### config.mk
export PLATFORM = sky130hd
export DESIGN_NAME = lsu_mem_responder
export DESIGN_NICKNAME = d
export VERILOG_FILES = /design/src/rtl/lsu_mem_responder.sv
export SDC_FILE = /design/constraint.sdc
export NUM_CORES = 1
export LEC_CHECK = 0
export CELL_PAD_IN_SITES_DETAIL_PLACEMENT = 0
export CELL_PAD_IN_SITES_GLOBAL_PLACEMENT = 1
export CORE_MARGIN = 1
export CORE_UTILIZATION = 32
export DETAILED_ROUTE_END_ITERATION = 6
export HOLD_SLACK_MARGIN = 0.1
export PLACE_DENSITY_LB_ADDON = 0.1
export SLEW_MARGIN = 20
export SYNTH_ARGS = -nofsm -noshare
export SYNTH_HDL_FRONTEND = slang
export SYNTH_SLANG_ARGS = --single-unit
### constraint.sdc
create_clock -name i_clk -period 3.9 [get_ports i_clk]
set_input_delay 0.39 -clock i_clk [delete_from_list [all_inputs] [get_ports i_clk]]
set_output_delay 0.39 -clock i_clk [all_outputs]
set_load 0.05 [all_outputs]
### src/rtl/lsu_mem_responder.sv
// ---------------------------------------------------------------------------
// lsu_mem_responder
//
// Memory-side responder for the core's load/store control. It accepts one
// request from execute (i_memReq/i_memWrite/i_funct3), stalls the core while
// busy, issues a single word-aligned bus transaction with byte strobes, and
// returns sign-/zero-extended load data or a fault flag with a one-cycle
// o_done pulse.
//
// Optional feature (compile-time macro LSU_TIMEOUT_EN):
//   when defined, a response-wait counter aborts the access with
//   o_accessFault after TIMEOUT_CYC cycles in REQ+RESP. When undefined the
//   FSM waits for the bus indefinitely.
//
// Ports:
//   i_clk, i_rst_n            clock (rising edge), async active-low reset
//   i_memReq/i_memWrite       request (held until o_done), 1 = store
//   i_funct3                  [1:0] size B/H/W/illegal, [2] zero-extend loads
//   i_addr, i_wdata           byte address, right-aligned store data
//   o_stall, o_done           pipeline freeze, completion pulse
//   o_rdata                   extended load result (held until next load)
//   o_misaligned              misaligned/illegal-size fault, valid with o_done
//   o_accessFault             bus error or timeout, valid with o_done
//   o_busValid/o_busWrite     bus request and direction
//   o_busAddr/o_busWdata      word address, lane-replicated store data
//   o_busWstrb                byte enables (0000 for loads)
//   i_busReady                bus accepts the request
//   i_busRvalid/i_busRdata    response valid (reads and writes), read word
//   i_busErr                  bus error, qualified by i_busRvalid
// ---------------------------------------------------------------------------
module lsu_mem_responder #(
    parameter int unsigned ADDR_W      = 32,
    parameter int unsigned TIMEOUT_CYC = 255
) (
    input  logic              i_clk,
    input  logic              i_rst_n,
    input  logic              i_memReq,
    input  logic              i_memWrite,
    input  logic [2:0]        i_funct3,
    input  logic [ADDR_W-1:0] i_addr,
    input  logic [31:0]       i_wdata,
    output logic              o_stall,
    output logic              o_done,
    output logic [31:0]       o_rdata,
    output logic              o_misaligned,
    output logic              o_accessFault,
    output logic              o_busValid,
    output logic              o_busWrite,
    output logic [ADDR_W-1:0] o_busAddr,
    output logic [31:0]       o_busWdata,
    output logic [3:0]        o_busWstrb,
    input  logic              i_busReady,
    input  logic              i_busRvalid,
    input  logic [31:0]       i_busRdata,
    input  logic              i_busErr
);

    typedef enum logic [1:0] {
        IDLE = 2'd0,
        REQ  = 2'd1,
        RESP = 2'd2,
        DONE = 2'd3
    } state_t;

    state_t            state_q;
    logic [ADDR_W-1:0] addr_q;
    logic [1:0]        off_q;
    logic [1:0]        size_q;
    logic              zext_q;
    logic              write_q;
    logic [31:0]       wdata_q;
    logic [3:0]        strb_q;
    logic              valid_q;
    logic              done_q;
    logic              misal_q;
    logic              fault_q;
    logic [31:0]       rdata_q;

    logic              misal_d;
    logic [3:0]        strb_d;
    logic [31:0]       wdata_d;
    logic [15:0]       lane_d;
    logic [31:0]       load_d;
    logic              timeout_hit;

    // Request decode: alignment check, strobe and lane replication.
    always_comb begin
        // NOTE: defaults first so every path assigns every output; a missing
        // branch would otherwise infer a latch.
        misal_d = 1'b0;
        strb_d  = 4'b1111;
        wdata_d = i_wdata;
        case (i_funct3[1:0])
            2'b00: begin
                strb_d  = 4'b0001 << i_addr[1:0];
                wdata_d = {4{i_wdata[7:0]}};
            end
            2'b01: begin
                strb_d  = 4'b0011 << i_addr[1:0];
                wdata_d = {2{i_wdata[15:0]}};
                misal_d = i_addr[0];
            end
            2'b10:   misal_d = (i_addr[1:0] != 2'b00);
            default: misal_d = 1'b1;
        endcase
    end

    // Load extraction: shift the addressed lane down, then extend.
    always_comb begin
        lane_d = 16'(i_busRdata >> {off_q, 3'b000});
        load_d = i_busRdata;
        case (size_q)
            2'b00:   load_d = zext_q ? {24'd0, lane_d[7:0]}
                                     : {{24{lane_d[7]}}, lane_d[7:0]};
            2'b01:   load_d = zext_q ? {16'd0, lane_d}
                                     : {{16{lane_d[15]}}, lane_d};
            default: load_d = i_busRdata;
        endcase
    end

`ifdef LSU_TIMEOUT_EN
    localparam int unsigned CNT_W = (TIMEOUT_CYC > 256) ? $clog2(TIMEOUT_CYC) : 8;

    logic [CNT_W-1:0] cnt_q;

    // Held at zero outside REQ/RESP, so it restarts on every entry to REQ.
    always_ff @(posedge i_clk or negedge i_rst_n) begin
        if (!i_rst_n) begin
            cnt_q <= '0;
        end else if (state_q == REQ || state_q == RESP) begin
            cnt_q <= cnt_q + 1'b1;
        end else begin
            cnt_q <= '0;
        end
    end

    assign timeout_hit = (state_q == REQ || state_q == RESP) &&
                         (cnt_q == CNT_W'(TIMEOUT_CYC - 1));
`else
    // Keeps the timeout parameter referenced when the counter is absent.
    logic unused_timeout_cyc;
    assign unused_timeout_cyc = ^TIMEOUT_CYC;
    assign timeout_hit        = 1'b0;
`endif

    always_ff @(posedge i_clk or negedge i_rst_n) begin
        if (!i_rst_n) begin
            state_q <= IDLE;
            addr_q  <= '0;
            off_q   <= '0;
            size_q  <= '0;
            zext_q  <= 1'b0;
            write_q <= 1'b0;
            wdata_q <= '0;
            strb_q  <= '0;
            valid_q <= 1'b0;
            done_q  <= 1'b0;
            misal_q <= 1'b0;
            fault_q <= 1'b0;
            rdata_q <= '0;
        end else begin
            // NOTE: sequential state uses non-blocking assignments so every
            // register samples pre-edge values regardless of statement order.
            case (state_q)
                IDLE: begin
                    if (i_memReq) begin
                        if (misal_d) begin
                            misal_q <= 1'b1;
                            done_q  <= 1'b1;
                            state_q <= DONE;
                        end else begin
                            addr_q  <= {i_addr[ADDR_W-1:2], 2'b00};
                            off_q   <= i_addr[1:0];
                            size_q  <= i_funct3[1:0];
                            zext_q  <= i_funct3[2];
                            write_q <= i_memWrite;
                            wdata_q <= i_memWrite ? wdata_d : 32'd0;
                            strb_q  <= i_memWrite ? strb_d  : 4'b0000;
                            valid_q <= 1'b1;
                            state_q <= REQ;
                        end
                    end
                end
                REQ: begin
                    if (timeout_hit) begin
                        valid_q <= 1'b0;
                        fault_q <= 1'b1;
                        done_q  <= 1'b1;
                        state_q <= DONE;
                    end else if (i_busReady) begin
                        valid_q <= 1'b0;
                        state_q <= RESP;
                    end
                end
                RESP: begin
                    if (i_busRvalid) begin
                        // Stores and errored loads leave the last result alone.
                        if (!write_q && !i_busErr) begin
                            rdata_q <= load_d;
                        end
                        fault_q <= i_busErr;
                        done_q  <= 1'b1;
                        state_q <= DONE;
                    end else if (timeout_hit) begin
                        fault_q <= 1'b1;
                        done_q  <= 1'b1;
                        state_q <= DONE;
                    end
                end
                DONE: begin
                    // i_memReq is still the finished instruction's request here.
                    done_q  <= 1'b0;
                    misal_q <= 1'b0;
                    fault_q <= 1'b0;
                    state_q <= IDLE;
                end
                default: state_q <= IDLE;
            endcase
        end
    end

    // Stall is combinational in IDLE so the core freezes on the request cycle.
    assign o_stall = i_rst_n & (((state_q == IDLE) & i_memReq) |
                                (state_q == REQ) | (state_q == RESP));

    assign o_done        = done_q;
    assign o_rdata       = rdata_q;
    assign o_misaligned  = misal_q;
    assign o_accessFault = fault_q;
    assign o_busValid    = valid_q;
    assign o_busWrite    = write_q;
    assign o_busAddr     = addr_q;
    assign o_busWdata    = wdata_q;
    assign o_busWstrb    = strb_q;

endmodule

## Word level (Yosys, flattened, before mapping)

Index checks and enable logic that the tools add are counted.

| cells by class | value |
|---|---|
| equality and inequality tests | 11 |
| shifts and indexed selects | 3 |
| mux-type cells | 24 |
| bitwise operators | 6 |
| reduce and logical (&&, ||, !) cells | 17 |

Operator list:

| cell | number |
|---|---|
| 32-bit one-hot mux with 2 select lines | 2 |
| 32-bit 2-to-1 mux | 3 |
| 32-bit by 5-bit right shift with 16-bit output | 1 |
| 3-bit AND reduction | 4 |
| 2-bit inequality test (second input constant) | 5 |
| 2-bit 2-to-1 mux | 4 |
| 2-bit one-hot mux with 4 select lines | 1 |
| 4-bit one-hot mux with 2 select lines | 1 |
| 4-bit AND reduction | 2 |
| 2-bit nonzero test | 4 |
| 1-bit 2-to-1 mux | 7 |
| 2-bit by 1-bit == test with 1-bit output (second input constant) | 3 |
| 2-bit == test (second input constant) | 3 |
| 2-bit logical NOT | 3 |
| 1-bit one-hot mux with 2 select lines | 3 |
| 1-bit one-hot mux with 3 select lines | 2 |
| 4-bit 2-to-1 mux | 1 |
| 1-bit by 2-bit << shifter with 4-bit output (first input constant) | 1 |
| 2-bit by 2-bit << shifter with 4-bit output (first input constant) | 1 |
| 1-bit bitwise AND | 2 |
| 1-bit logical NOT | 2 |
| 1-bit NOT | 2 |
| 1-bit OR | 2 |
| 2-bit AND reduction | 1 |
| 1-bit logical AND | 1 |

| storage, ports and cells | value |
|---|---|
| flip-flop bits (word level) | 110 |
| input bits | 106 |
| output and inout port bits | 106 |

## Depth between registers and ports, before layout

Gate-level depths: netlist of the first run.

| depth | value |
|---|---|
| depth in word-level cells | 5 |
| depth in mapped cells | 9 |
| depth with buffers taken out | 6 |

## Least setup slack after synthesis of the first run

OpenSTA, ideal clock, no wires.

| timing path | value |
|---|---|
| path type | register to output |
| start point | register state_q[0] |
| end point | output port o_stall |
| arrival | 1.271 ns |
| data required time | 3.510 ns |
| path slack | 2.239 ns |
| cell stages (with the launch flop) | 5 |
| buffers on the path | 0 |
| cell sequence | dfrtp_1 inv_1 ha_1 and2_1 o31a_1 |

| between the ends | value |
|---|---|
| word-level cells in the longest chain between the ends | 5 |
| elaborated cells between the ends (all ways) | 7 |
| classes of those cells | eq/ne: 2; bitwise: 4; reduce/logical: 1 |

Ends and longest elaborated chain:

| what | RTL line | source |
|---|---|---|
| start, declared | 65 | `state_t state_q;` |
| start signal, assigned | 148 | `state_q <= IDLE;` |
| start signal, assigned | 170 | `state_q <= DONE;` |
| start signal, assigned | 180 | `state_q <= REQ;` |
| 2-bit logical NOT | 223 | `assign o_stall = i_rst_n & (((state_q == IDLE) & i_memReq) \|` |
| 1-bit bitwise AND | 223 |  |
| 1-bit OR | 223 |  |
| 1-bit OR (*) | 224 | `(state_q == REQ) \| (state_q == RESP));` |
| 1-bit bitwise AND (*) | 223 |  |
| end, declared | 42 | `output logic o_stall,` |

Every way passes the cells marked *; elsewhere a longest branch is shown, timed or not.

## Final worst setup path of the first run

| timing path | value |
|---|---|
| start point | input port i_rst_n |
| end point | output port o_stall |

| between the ends | value |
|---|---|
| word-level cells in the longest chain between the ends | 1 |

Ends and longest elaborated chain:

| what | RTL line | source |
|---|---|---|
| start, declared | 36 | `input logic i_rst_n,` |
| 1-bit bitwise AND | 223 |  |

Every way passes these cells.

==> flow_metrics.py, run 1 <==
metrics = {
    "placement": {
        "placedCellCount": 1004,
        "dp_hpwl_um": 11500,
        "io_buffers": 209,
        "routabilityCongestion": 0.781,
    },
    "die": {
        "die_x_um": 132,
        "fp-row-count": 47,
        "dieArea_mm2": 0.0175,
        "start_util": 0.328,
        "placeableCoreArea_mm2": 0.0166,
        "die_h_um": 132,
        "io_pins": 212,
    },
    "synth": {
        "synth_area_leaders": "dfrtp_1, nand2_1, nand3_1, mux2i_1, o21ai_0",
        "synth.most_common_cell": "nand2_1",
        "async_flop_share": 1.00,
        "synth_top_cell_by_area": "dfrtp_1",
        "synth_top_area_share": 0.505,
        "synthCells": 613,
        "synthTopCellsByCount": "nand2_1, dfrtp_1, nand3_1",
        "synthDistinctLibCells": 45,
        "synth_edf_count": 0,
        "ys_warn_count": 0,
        "netlist_area_mm2": 0.00545,
        "syn_avg_cell_area_um2": 8.88,
        "synth_seq_cells": 110,
        "ys_seq_area_frac": 0.505,
        "synthFlopType": "dfrtp_1",
    },
    "critical_path": {
        "cp_max_fo": 46,
        "arrival_ns": 2.48,
        "r2r_slack_ns": 1.61,
        "r2r_cells": 7,
        "endpoint_kind": "output port",
        "crit_end": "o_stall",
        "r2r_end": "o_busWdata[11]",
        "worstSetupStartpoint": "i_rst_n",
        "startpoint_type": "primary input",
        "required_ns": 3.51,
        "reg2reg_from": "state_q[1]",
        "crit_type": "primary input to output port",
    },
    "timing": {
        "drv_slew": 0,
        "finalCritPeriodShare": 0.737,
        "finalCriticalPeriod_ns": 2.87,
        "rsz0062_at_grt": "no",
        "whs_ns": 0.466,
        "finalSetupViolCount": 0,
        "setup_tns_ns": 0,
        "max_freq_ghz": 0.348,
        "worst_pin_slew_ns": 0.875,
        "slew_headroom": 0.417,
        "hold_violations": 0,
        "finClkSkew_ns": 0.00856,
    },
    "power": {
        "peakVddDrop_mv": 0.406,
        "powerDensity_mw_per_mm2": 876,
        "p_leak_nw": 3.65,
        "p_int_mw": 3.53,
        "power_switching_mw": 3.43,
        "seq_power_share": 0.289,
        "clkPwrFrac": 0.135,
        "swShare": 0.493,
        "combPwrFrac": 0.576,
    },
    "clock_tree": {
        "clk_pin_slew_ns": 0.07,
        "cts_buffers": 9,
        "cts_sinks": 110,
        "cts_resized": 0,
        "cts-root-buf": "clkbuf_16",
        "clk_latency_ns": 0.35,
        "htreeDepth": 3,
        "clk_path_buf_depth": 2,
        "tritoncts": "yes",
    },
    "layout": {
        "nNetsFinal": 907,
        "fin_util": 0.479,
        "diodes": 0,
        "finalNonFillerCells": 1021,
        "area_growth_pct": 45.9,
        "fill_cells": 1609,
        "drive_above_1_share": 0.0674,
    },
    "drt": {
        "viasPerCell": 4.78,
        "wl_per_cell_um": 15.7,
        "dr.pass1.iters": 5,
        "num_vias": 4877,
        "drt_wl_total_um": 16000,
        "drc": 0,
        "ant_nets": 0,
        "dr.first_iter.drc_count": 236,
    },
    "job": {
        "maxCapViolCount": 0,
    },
    "grt": {
        "grt-ovfl-total": 0,
        "grt_max_degree": 67,
        "first_global_vias": 4946,
        "grt_antenna_before_repair": 0,
        "track_usage": 0.187,
        "grt_pass1_wl_um": 25900,
    },
    "worst_hold_path": {
        "hold_depth": 2,
        "worstHoldPathType": "register to register",
    },
    "outcome": {
        "status": "complete, no violations",
    },
}
-- per-stage QoR --
| step | worst slack [ns] | total power [mW] | area [um^2] |
|---|---|---|---|
| global placement | 1.32 | 6.03 | 7630 |
| finish | 1.03 | 6.96 | 7950 |
| global route | 0.898 | 7.37 | 7950 |
| detailed placement | 1.27 | 6.08 | 7630 |
| CTS | 0.965 | 7.05 | 7950 |
| floorplan | 2.24 | 4.67 | 5450 |
-- sequential cells by signal, indices dropped and copies added, names as in the netlist --
register / count
o_busWrite: 1
o_rdata: 32
o_busWdata: 32
o_busAddr: 30
size_q: 2
o_accessFault: 1
o_misaligned: 1
o_busValid: 1
zext_q: 1
state_q: 2
o_done: 1
off_q: 2
o_busWstrb: 4
-- per-layer routing --
| layer | global-route usage | wire length, um |
|---|---|---|
| met1 | 0.241 | 7290 |
| met2 | 0.308 | 7520 |
| met3 | 0.0475 | 1020 |
| met4 | 0.0575 | 212 |
| met5 | 0 | 0 |
-- layout make-up --
cell class,instances,area (um^2),area share
inverter,7,26.3,0.00331
clock buffer,11,243,0.0306
multi-input combinational,449,2410,0.303
tap,220,275,0.0346
clock inverter,5,58.8,0.00740
timing repair buffer,219,2180,0.274
sequential,110,2750,0.346
-- cell usage in the layout, fill, tap and decap left out, types with 3 or more instances in the layout --
cell             netlist  final
nand2_1              208    208
clkdlybuf4s50_1        0    208
dfrtp_1              110    110
nand3_1               65     64
o21ai_0               42     42
mux2i_1               23     23
nor2_1                17     17
mux2_2                17     17
a21oi_1               10     10
nand3b_1               9      9
clkbuf_16              0      9
buf_4                  5      9
inv_1                  7      7
a21o_1                 7      7
o22ai_1                7      7
a2bb2oi_1              6      6
ha_1                   5      5
nor2b_1                3      3
-- cell families (layout without fill, tap and decap cells) --
logic type               count (synthesis)  in the layout  share of synthesized area
AND/OR/NAND/NOR                        312            312                      0.245
AO/OA/AOI/OAI                           90             90                      0.106
multiplexers                            40             40                     0.0774
buffers and inverters                   55            242                     0.0540
other                                    1              2                   0.000689
flip-flops                             110            110                      0.505
adder cells (fa/ha/maj)                  5              5                     0.0115
-- power by group through the flow --
stage | sequential, mW | clock (mW) | combinational, mW
after floorplan | 3.62 | 0 | 1.06
after global placement | 2.01 | 0 | 4.02
after global routing | 2.09 | 1.02 | 4.26
after CTS | 2.02 | 0.973 | 4.05
after detailed placement | 2.03 | 0 | 4.05
final | 2.01 | 0.938 | 4.01
-- timing repair --
| item | in CTS | in global routing |
|---|---|---|
| hold endpoints to repair | 44 | 0 |
| buffers inserted | 0 | 0 |
| hold buffers | 1 | 0 |
-- worst max-delay path, cell delays in order --
cell and delay (ns):
dlygate4sd3_1 0.53, buf_4 0.51, o31a_1 0.24, clkdlybuf4s50_1 0.80
-- worst min-delay path by stage --
stage | slack, ns | to | from
2_1_floorplan | 0.09 | o_accessFault | i_rst_n
3_3_place_gp | 0.44 | o_rdata[2] | i_rst_n
3_5_place_dp | 0.45 | o_rdata[2] | i_rst_n
4_1_cts | 0.47 | o_busWdata[15] | o_busWdata[15]
5_1_grt | 0.50 | o_busWdata[15] | o_busWdata[15]
6_report | 0.47 | o_busWdata[15] | o_busWdata[15]
No activity file was read; power rests on OpenSTA's default activity.
==> run 2, diff against run 1 <==
Settings changed: CORE_UTILIZATION 32 to 29.
Clock period 3.9 ns to 2.6 ns, I/O delays scaled along.
==> flow_metrics.py, run 2 (same netlist as run 1, synthesis figures left out) <==
metrics = {
    "clock_tree": {
        "clk_path_buf_depth": 2,
        "tritoncts": "yes",
        "cts_sinks": 110,
        "cts_buffers": 9,
        "htreeDepth": 3,
        "cts_setup_buffers": 0,
        "clk_pin_slew_ns": 0.07,
        "cts-root-buf": "clkbuf_16",
        "clk_latency_ns": 0.35,
    },
    "die": {
        "start_util": 0.299,
        "die_h_um": 139,
        "die_x_um": 139,
        "fp-row-count": 49,
        "io_pins": 212,
        "placeableCoreArea_mm2": 0.0182,
        "dieArea_mm2": 0.0193,
    },
    "drt": {
        "num_vias": 4899,
        "dr.first_iter.drc_count": 221,
        "wl_per_cell_um": 16.2,
        "drt_wl_total_um": 16700,
        "ant_nets": 0,
        "viasPerCell": 4.75,
        "dr.pass1.iters": 7,
        "drc": 13,
    },
    "power": {
        "swShare": 0.500,
        "p_leak_nw": 3.66,
        "combPwrFrac": 0.584,
        "seq_power_share": 0.288,
        "clkPwrFrac": 0.129,
        "p_int_mw": 5.20,
        "powerDensity_mw_per_mm2": 1310,
        "peakVddDrop_mv": 0.556,
        "power_switching_mw": 5.20,
    },
    "placement": {
        "pre_cts_slack_ns": 0.229,
        "dp_hpwl_um": 11900,
        "routabilityCongestion": 0.794,
        "io_buffers": 209,
    },
    "timing": {
        "hold_violations": 0,
        "finalSetupViolCount": 0,
        "setup_tns_ns": 0,
        "rsz0062_at_grt": "no",
        "finalCritPeriodShare": 0.779,
        "max_freq_ghz": 0.494,
        "timing.final.ws_setup_ns": 0.574,
        "finalCriticalPeriod_ns": 2.03,
        "drv_slew": 0,
        "finClkSkew_ns": 0.00695,
        "worst_pin_slew_ns": 0.798,
        "slew_headroom": 0.468,
    },
    "critical_path": {
        "required_ns": 2.78,
        "cp_max_fo": 77,
        "crit_slowest_cell": "buf_4",
        "cp_slowest_stage_delay_ns": 0.60,
        "crit_family": "buffers and inverters",
        "cp_num_buf_inv": 2,
        "arrival_ns": 2.21,
        "endpoint_kind": "register",
        "crit_type": "register to register",
        "startpoint_type": "register",
        "r2r_slack_ns": 0.57,
        "path_depth": 6,
        "r2r_cells": 6,
        "crit_chain": "inv_1, ha_1, and2_1, nand3_2, buf_4, o21ai_0",
    },
    "layout": {
        "diodes": 0,
        "regArea_mm2": 0.00275,
        "layout_commonest_cell": "nand2_1",
        "final_cell_mix": "nand2_1, clkdlybuf4s50_1, dfrtp_1, nand3_1, o21ai_0",
        "multi_input_area_mm2": 0.00241,
        "area_growth_pct": 46.2,
        "fill_cells": 1801,
        "drive_above_1_share": 0.0722,
        "nNetsFinal": 909,
    },
    "grt": {
        "grt_antenna_before_repair": 0,
        "track_usage": 0.177,
        "grt_max_degree": 90,
        "grt_pass1_wl_um": 27000,
        "first_global_vias": 5004,
        "grt-ovfl-total": 0,
    },
    "worst_hold_path": {
        "worstHoldPathType": "primary input to asynchronous set/reset pin",
    },
    "outcome": {
        "violations": "design-rule violations",
        "status": "complete, but fails checks",
    },
    "job": {
        "maxCapViolCount": 0,
    },
}
## run 2: changes by cell type in the layout (fill, tap and decap cells not counted), sizes merged
| cell | before | now |
|---|---|---|
| buf | 10 | 13 |
| clkinv | 2 | 4 |
| bufinv | 1 | 0 |
| clkdlybuf4s50 | 208 | 207 |
| inv | 7 | 9 |
| clkinvlp | 2 | 1 |
| clkbuf | 11 | 9 |
## run 2: area by class of cell
| class | instances | area share |
|---|---|---|
| multi-input combinational | 449 | 0.303 |
| timing repair buffer | 221 | 0.277 |
| clock buffer | 9 | 0.0283 |
| inverter | 7 | 0.00330 |
| sequential | 110 | 0.346 |
| tap | 229 | 0.0360 |
| clock inverter | 7 | 0.00738 |
## run 2: metrics by stage
step | cells | area (um^2) | util | power (mW) | hold WS [ns]
after global routing | 1032 | 7960 | 0.437 | 11.0 | 0.413
after global placement | 1015 | 7670 | 0.421 | 9.07 | 0.196
after detailed placement | 1015 | 7670 | 0.421 | 9.14 | 0.192
after floorplan | 614 | 5450 | - | 7.01 | -0.0356
after CTS | 1032 | 7960 | 0.437 | 10.5 | 0.371
final | 1032 | 7960 | 0.437 | 10.4 | 0.363
## run 2: power groups by stage
stage               clock network [mW]  logic [mW]  registers (mW)
floorplan                            0        1.58            5.43
global placement                     0        6.07            3.00
detailed placement                   0        6.11            3.02
CTS                               1.40        6.13            3.01
global route                      1.46        6.45            3.11
finish                            1.34        6.07            2.99
## run 2: worst paths after layout
check	startpoint	end
min in group i_clk	i_addr[27]	o_busAddr[27]
max in group asynchronous	i_rst_n	o_busWdata[28]
setup / recovery	state_q[0]	o_busWstrb[0]
hold reg to reg	o_busWdata[21]	o_busWdata[21]
hold / removal	i_rst_n	o_done
setup reg to reg	state_q[0]	o_busWstrb[0]
## run 2: repair_timing
item / CTS / global route
resized for setup: 0 / 0
endpoints found under the setup margin: 0 / 0
hold endpoints to repair: 21 / 0
hold buffers: 1 / 0
## run 2: routing by layer
| layer | GRT usage | vias up | wire length (um) |
|---|---|---|---|
| met3 | 0.0566 | 14 | 1200 |
| met4 | 0.0544 | 0 | 196 |
| met5 | 0 | - | 0 |
| met2 | 0.284 | 145 | 7820 |
| li1 | - | 2416 | - |
| met1 | 0.226 | 2324 | 7490 |
==> run 3, diff against run 2 <==
Settings changed: CORE_UTILIZATION 29 to 32.
Clock period 2.6 ns to 2 ns, I/O delays scaled along.
==> flow_metrics.py, run 3 (same netlist as run 1, synthesis figures left out) <==
metrics = {
    "drt": {
        "viasPerCell": 4.83,
        "wl_per_cell_um": 15.7,
        "wl_met3_um": 1230,
        "drc": 0,
        "dr.first_iter.drc_count": 229,
        "highest_layer": "met4",
        "wl_met1_um": 7210,
        "met2_length_um": 7550,
        "num_vias": 4984,
        "drt_wl_total_um": 16200,
        "dr.pass1.iters": 4,
        "ant_nets": 0,
    },
    "critical_path": {
        "crit_slowest_cell": "dfrtp_1",
        "required_ns": 1.80,
        "crit_family": "flip-flops",
        "crit_type": "register to output port",
        "startpoint_type": "register",
        "cp_slowest_stage_delay_ns": 0.38,
        "arrival_ns": 1.69,
        "crit_chain": "inv_1, ha_1, and2_1, o31a_1, buf_12",
        "cp_max_fo": 3,
        "cp_num_buf_inv": 2,
        "endpoint_kind": "output port",
    },
    "power": {
        "p_int_mw": 6.87,
        "power_switching_mw": 6.77,
        "combPwrFrac": 0.592,
        "seq_power_share": 0.281,
        "swShare": 0.496,
        "p_leak_nw": 3.71,
        "powerDensity_mw_per_mm2": 1700,
        "power.total_mw": 13.6,
        "clkPwrFrac": 0.126,
        "peakVddDrop_mv": 0.632,
    },
    "layout": {
        "fin_util": 0.485,
        "final_cell_mix": "nand2_1, clkdlybuf4s50_1, dfrtp_1, nand3_1, o21ai_0",
        "nNetsFinal": 917,
        "layout_commonest_cell": "nand2_1",
        "diodes": 0,
        "multi_input_area_mm2": 0.00241,
        "fill_cells": 1597,
        "drive_above_1_share": 0.0814,
        "area_growth_pct": 47.7,
        "fin_area_mm2": 0.00804,
        "regArea_mm2": 0.00275,
    },
    "grt": {
        "track_usage": 0.188,
        "grt-ovfl-total": 0,
        "first_global_vias": 4864,
        "grt_pass1_wl_um": 25900,
        "grt_max_degree": 78,
        "grt_antenna_before_repair": 0,
    },
    "outcome": {
        "status": "complete, no violations",
    },
    "timing": {
        "finalSetupViolCount": 0,
        "finalCriticalPeriod_ns": 1.89,
        "drv_slew": 0,
        "rsz0062_at_grt": "no",
        "whs_ns": 0.285,
        "worst_pin_slew_ns": 0.620,
        "setup_tns_ns": 0,
        "max_freq_ghz": 0.530,
        "slew_headroom": 0.586,
        "finClkSkew_ns": 0.00781,
        "hold_violations": 0,
        "finalCritPeriodShare": 0.943,
    },
    "clock_tree": {
        "cts_resized": 0,
        "clk_path_buf_depth": 2,
        "clk_latency_ns": 0.35,
        "tritoncts": "yes",
        "clk_pin_slew_ns": 0.08,
        "cts_buffers": 9,
        "cts_sinks": 110,
        "htreeDepth": 3,
        "cts-root-buf": "clkbuf_16",
    },
    "worst_hold_path": {
        "worstHoldPathType": "primary input to asynchronous set/reset pin",
    },
    "die": {
        "placeableCoreArea_mm2": 0.0166,
        "start_util": 0.328,
        "io_pins": 212,
        "die_x_um": 132,
        "fp-row-count": 47,
        "die_h_um": 132,
        "dieArea_mm2": 0.0175,
    },
    "placement": {
        "dp_hpwl_um": 11500,
        "placed_cell_area_mm2": 0.00774,
        "io_buffers": 209,
        "routabilityCongestion": 0.782,
    },
    "job": {
        "maxCapViolCount": 0,
    },
}
==> run 3: cell count changes in the layout (fill, tap and decap cells not counted) <==
| cell | delta |
|---|---|
| clkinv_2 | +2 |
| inv_6 | -1 |
| buf_4 | +5 |
| clkinv_4 | -3 |
| buf_12 | +3 |
| clkbuf_8 | +1 |
| inv_8 | -1 |
| clkinvlp_4 | +2 |
==> run 3: power groups by stage <==
stage / registers, mW / clock network (mW) / logic [mW]
6_report: 3.84 / 1.72 / 8.08
5_1_grt: 3.99 / 1.88 / 8.56
4_1_cts: 3.85 / 1.79 / 8.11
3_5_place_dp: 3.89 / 0 / 8.09
3_3_place_gp: 3.85 / 0 / 8.03
2_1_floorplan: 7.05 / 0 / 2.06
==> run 3: through the flow <==
stage,cells,worst slack [ns]
2_1_floorplan,614,0.426
3_3_place_gp,1012,0.129
3_5_place_dp,1012,0.0762
4_1_cts,1029,0.0472
5_1_grt,1031,0.0279
6_report,1031,0.114
==> run 3: worst paths after layout <==
kind	slack (ns)	endpoint	depth (start not counted)	from
setup / recovery	0.11	o_stall	5	state_q[0]
hold / removal	0.29	o_rdata[2]	2	i_rst_n
setup reg to reg	0.19	o_busWdata[10]	7	state_q[1]
hold reg to reg	0.47	o_busWdata[4]	2	o_busWdata[4]
max in group asynchronous	1.00	o_rdata[15]	3	i_rst_n
min in group i_clk	0.38	o_busAddr[31]	3	i_addr[31]
==> run 3: repair_timing <==
item	CTS	global route
hold endpoints to repair	19	0
endpoints found under the setup margin	0	1
hold buffers	1	0
buffers inserted	0	2
==> run 3: layer usage <==
metal	vias up	global-route usage
li1	2429	-
met1	2360	0.244
met2	178	0.304
met3	17	0.0475
met4	0	0.0645
met5	-	0
==> run 3: worst register-to-register path: cells and delay by family, from the launching register on <==
| family | cells | cell delay (ns) |
|---|---|---|
| adder cells (fa/ha/maj) | 1 | 0.24 |
| AND/OR/NAND/NOR | 4 | 0.72 |
| buffers and inverters | 2 | 0.39 |
| flip-flops | 1 | 0.40 |
==> run 3: final cells by class <==
class,count,share of cell area
clock buffers,10,0.0297
clock inverters,6,0.00467
inverters,7,0.00327
flip-flops and latches,110,0.342
well taps,220,0.0342
multi-input cells,449,0.300
repair buffers,229,0.286
==> patch (config.mk and constraints of run 3) <==
Re-encode `state_t` (4 states) as one-hot, 4 bits wide.
--- a/src/rtl/lsu_mem_responder.sv
+++ b/src/rtl/lsu_mem_responder.sv
@@ -57,7 +57,7 @@
 
-    typedef enum logic [1:0] {
-        IDLE = 2'd0,
-        REQ  = 2'd1,
-        RESP = 2'd2,
-        DONE = 2'd3
+    typedef enum logic [3:0] {
+        IDLE = 4'b0001,
+        REQ  = 4'b0010,
+        RESP = 4'b0100,
+        DONE = 4'b1000
     } state_t;
Formal check against the unedited RTL: same outputs for any inputs over 4 cycles, from zero or initial values and one cycle with i_rst_n low; so few cycles prove little.
==> patch against run 3 <==
Final area is 1.5% higher. Critical path depth decreased by 1. Worst setup slack improved by 0.023 ns. First-iteration DRC count decreased by 5.2%. Synthesized area rose by 0.94%. Count of clock-buffer cells in the layout up 2. Via count down 7.2%. Highest routed layer unchanged. Routed wire length decreased by 1.2%. Synthesized cell count shrank 12%. Register-to-register slack improved by 0.04 ns. Total power is 8.7% lower. Sequential cell count rose by 2.
==> patch: results (changes against run 3) <==
[worst_setup_path]
worstPathArrival_ns = 1.66  ; was 1.69 ns
path_max_fanout = 8  ; was 3

[drt]
dr_total_vias = 4627  ; was 4984
met2_length_um = 7300  ; was 7550 um
via_per_inst = 4.78  ; was 4.83
wire_per_inst_um = 16.6  ; was 15.7 um
drt_iter0_markers = 217  ; was 229
wl_met1_um = 7160  ; was 7210 um
wl_met3_um = 1360  ; was 1230 um

[sta]
tightest_slew_ns = 0.612  ; was 0.620 ns
fin_skew_ns = 0.00805  ; was 0.00781 ns

[power_and_ir_drop]
ir_drop_uv = 1120  ; was 632 uV
p_leak_nw = 3.57  ; was 3.71 nW
p_sw_mw = 5.75  ; was 6.77 mW

[cts]
clock_latency_ns = 0.35  ; about the same
cts_buffers = 9  ; unchanged

[status]
status = complete, no violations  ; unchanged

[worst_hold_path]
hold_path_class = input port to register  ; was input port to async pin

[final_layout]
nets = 849  ; was 917
n_fill_cell = 1559  ; was 1597
drive_gt1_share_pct = 13.3  ; was 8.14%

[synthesis]
postSynthCellCount = 541  ; was 613
ys_top_cells_by_area = dfrtp_1 51%, mux2_4 9.3%, nand2_1 7.2%, o21ai_0 6.7%, mux2_2 3.7%  ; was dfrtp_1 51%, nand2_1 14%, nand3_1 6.0%, mux2i_1 4.2%, o21ai_0 3.9%
ys_seq_area_share_pct = 51.0  ; was 50.5%
synth-seq-cells = 112  ; was 110
netlist_top_cells_count = 111 x dfrtp_1, 105 x nand2_1, 74 x o21ai_0, 36 x nor2_1, 34 x mux2_4  ; was 208 x nand2_1, 110 x dfrtp_1, 65 x nand3_1, 42 x o21ai_0, 23 x mux2i_1
synthDistinctLibCells = 44  ; was 45

[placed_design]
routabilityCongestion = 0.796  ; was 0.782
placed_area_mm2 = 0.00784  ; was 0.00774 mm^2
hpwl_um = 11600  ; was 11500 um
dp_cells = 950  ; was 1012

[global_routing]
grt_max_degree = 113  ; was 78
grt_pass1_wl_um = 25600  ; was 25900 um
grt_pass1_vias = 4683  ; was 4864
track_usage_pct = 18.6  ; was 18.8%

==> patch: area by class of cell <==
class | instances | area [um^2] | area share, %
clock buffers | 12 | 236 | 2.90
multi-input cells | 384 | 2470 | 30.2
flip-flops and latches | 112 | 2800 | 34.4
well taps | 220 | 275 | 3.37
clock inverters | 3 | 43.8 | 0.536
inverters | 5 | 18.8 | 0.230
repair buffers | 231 | 2320 | 28.4
==> patch: path summary, 6_finish.rpt <==
| kind | startpoint | to | slack (ns) | depth (start not counted) |
|---|---|---|---|---|
| hold / removal | i_addr[31] | o_busAddr[31]$_DFFE_PN0P_ | 0.46 | 2 |
| setup / recovery | state_q[2]$_DFFE_PN0P_ | o_stall | 0.14 | 4 |
| min in group asynchronous | i_rst_n | o_rdata[25]$_DFFE_PN0P_ | 0.52 | 3 |
| setup reg to reg | state_q[0]$_DFFE_PN1P_ | o_busWdata[15]$_DFFE_PN0P_ | 0.23 | 6 |
| max in group asynchronous | i_rst_n | o_busWdata[18]$_DFFE_PN0P_ | 1.02 | 3 |
| hold reg to reg | o_rdata[4]$_DFFE_PN0P_ | o_rdata[4]$_DFFE_PN0P_ | 0.48 | 2 |
==> patch: cell families (layout without fill, tap and decap cells) <==
| family | after synthesis | in the layout | synth area share [%] |
|---|---|---|---|
| simple gates | 188 | 188 | 15.1 |
| xor+xnor | 1 | 1 | 0.159 |
| other cells | 1 | 2 | 0.0682 |
| mux | 69 | 69 | 16.3 |
| buf+inv | 46 | 251 | 4.55 |
| flops | 112 | 112 | 51.0 |
| compound gates | 124 | 124 | 12.8 |
==> patch: power groups by stage <==
stage,registers [mW],clock network (mW),logic [mW]
floorplan,6.41,0,1.87
global placement,3.75,0,6.91
detailed placement,3.78,0,6.95
CTS,3.76,1.86,6.96
global route,3.88,1.93,7.28
finish,3.75,1.78,6.92
==> patch: through the flow <==
| step | util [%] | setup WS (ns) |
|---|---|---|
| 3_5_place_dp | 47.0 | 0.00478 |
| 3_3_place_gp | 47.0 | 0.0669 |
| 5_1_grt | 48.9 | 0.0359 |
| 2_1_floorplan | - | 0.203 |
| 4_1_cts | 48.7 | 0.0128 |
| 6_report | 48.9 | 0.137 |
==> patch: worst max-delay path: stages, from the launching register on <==
cell      delay [ns]
dfrtp_1         0.45
and3b_2         0.28
o311ai_2        0.34
nor2_2          0.08
buf_12          0.16
==> patch: layer usage <==
metal | GRT usage, % | up-vias
met5 | 0 | -
met4 | 6.07 | 0
met3 | 5.44 | 16
met2 | 29.2 | 167
met1 | 24.6 | 2192
li1 | - | 2252
==> patch: timing repair <==
action / CTS / global route
gates resized for setup: 1 / 3
buffers inserted: 0 / 1
pin swaps: 0 / 1
hold buffers: 1 / 0
endpoints found under the hold margin: 111 / 0
endpoints found under the setup margin: 1 / 17
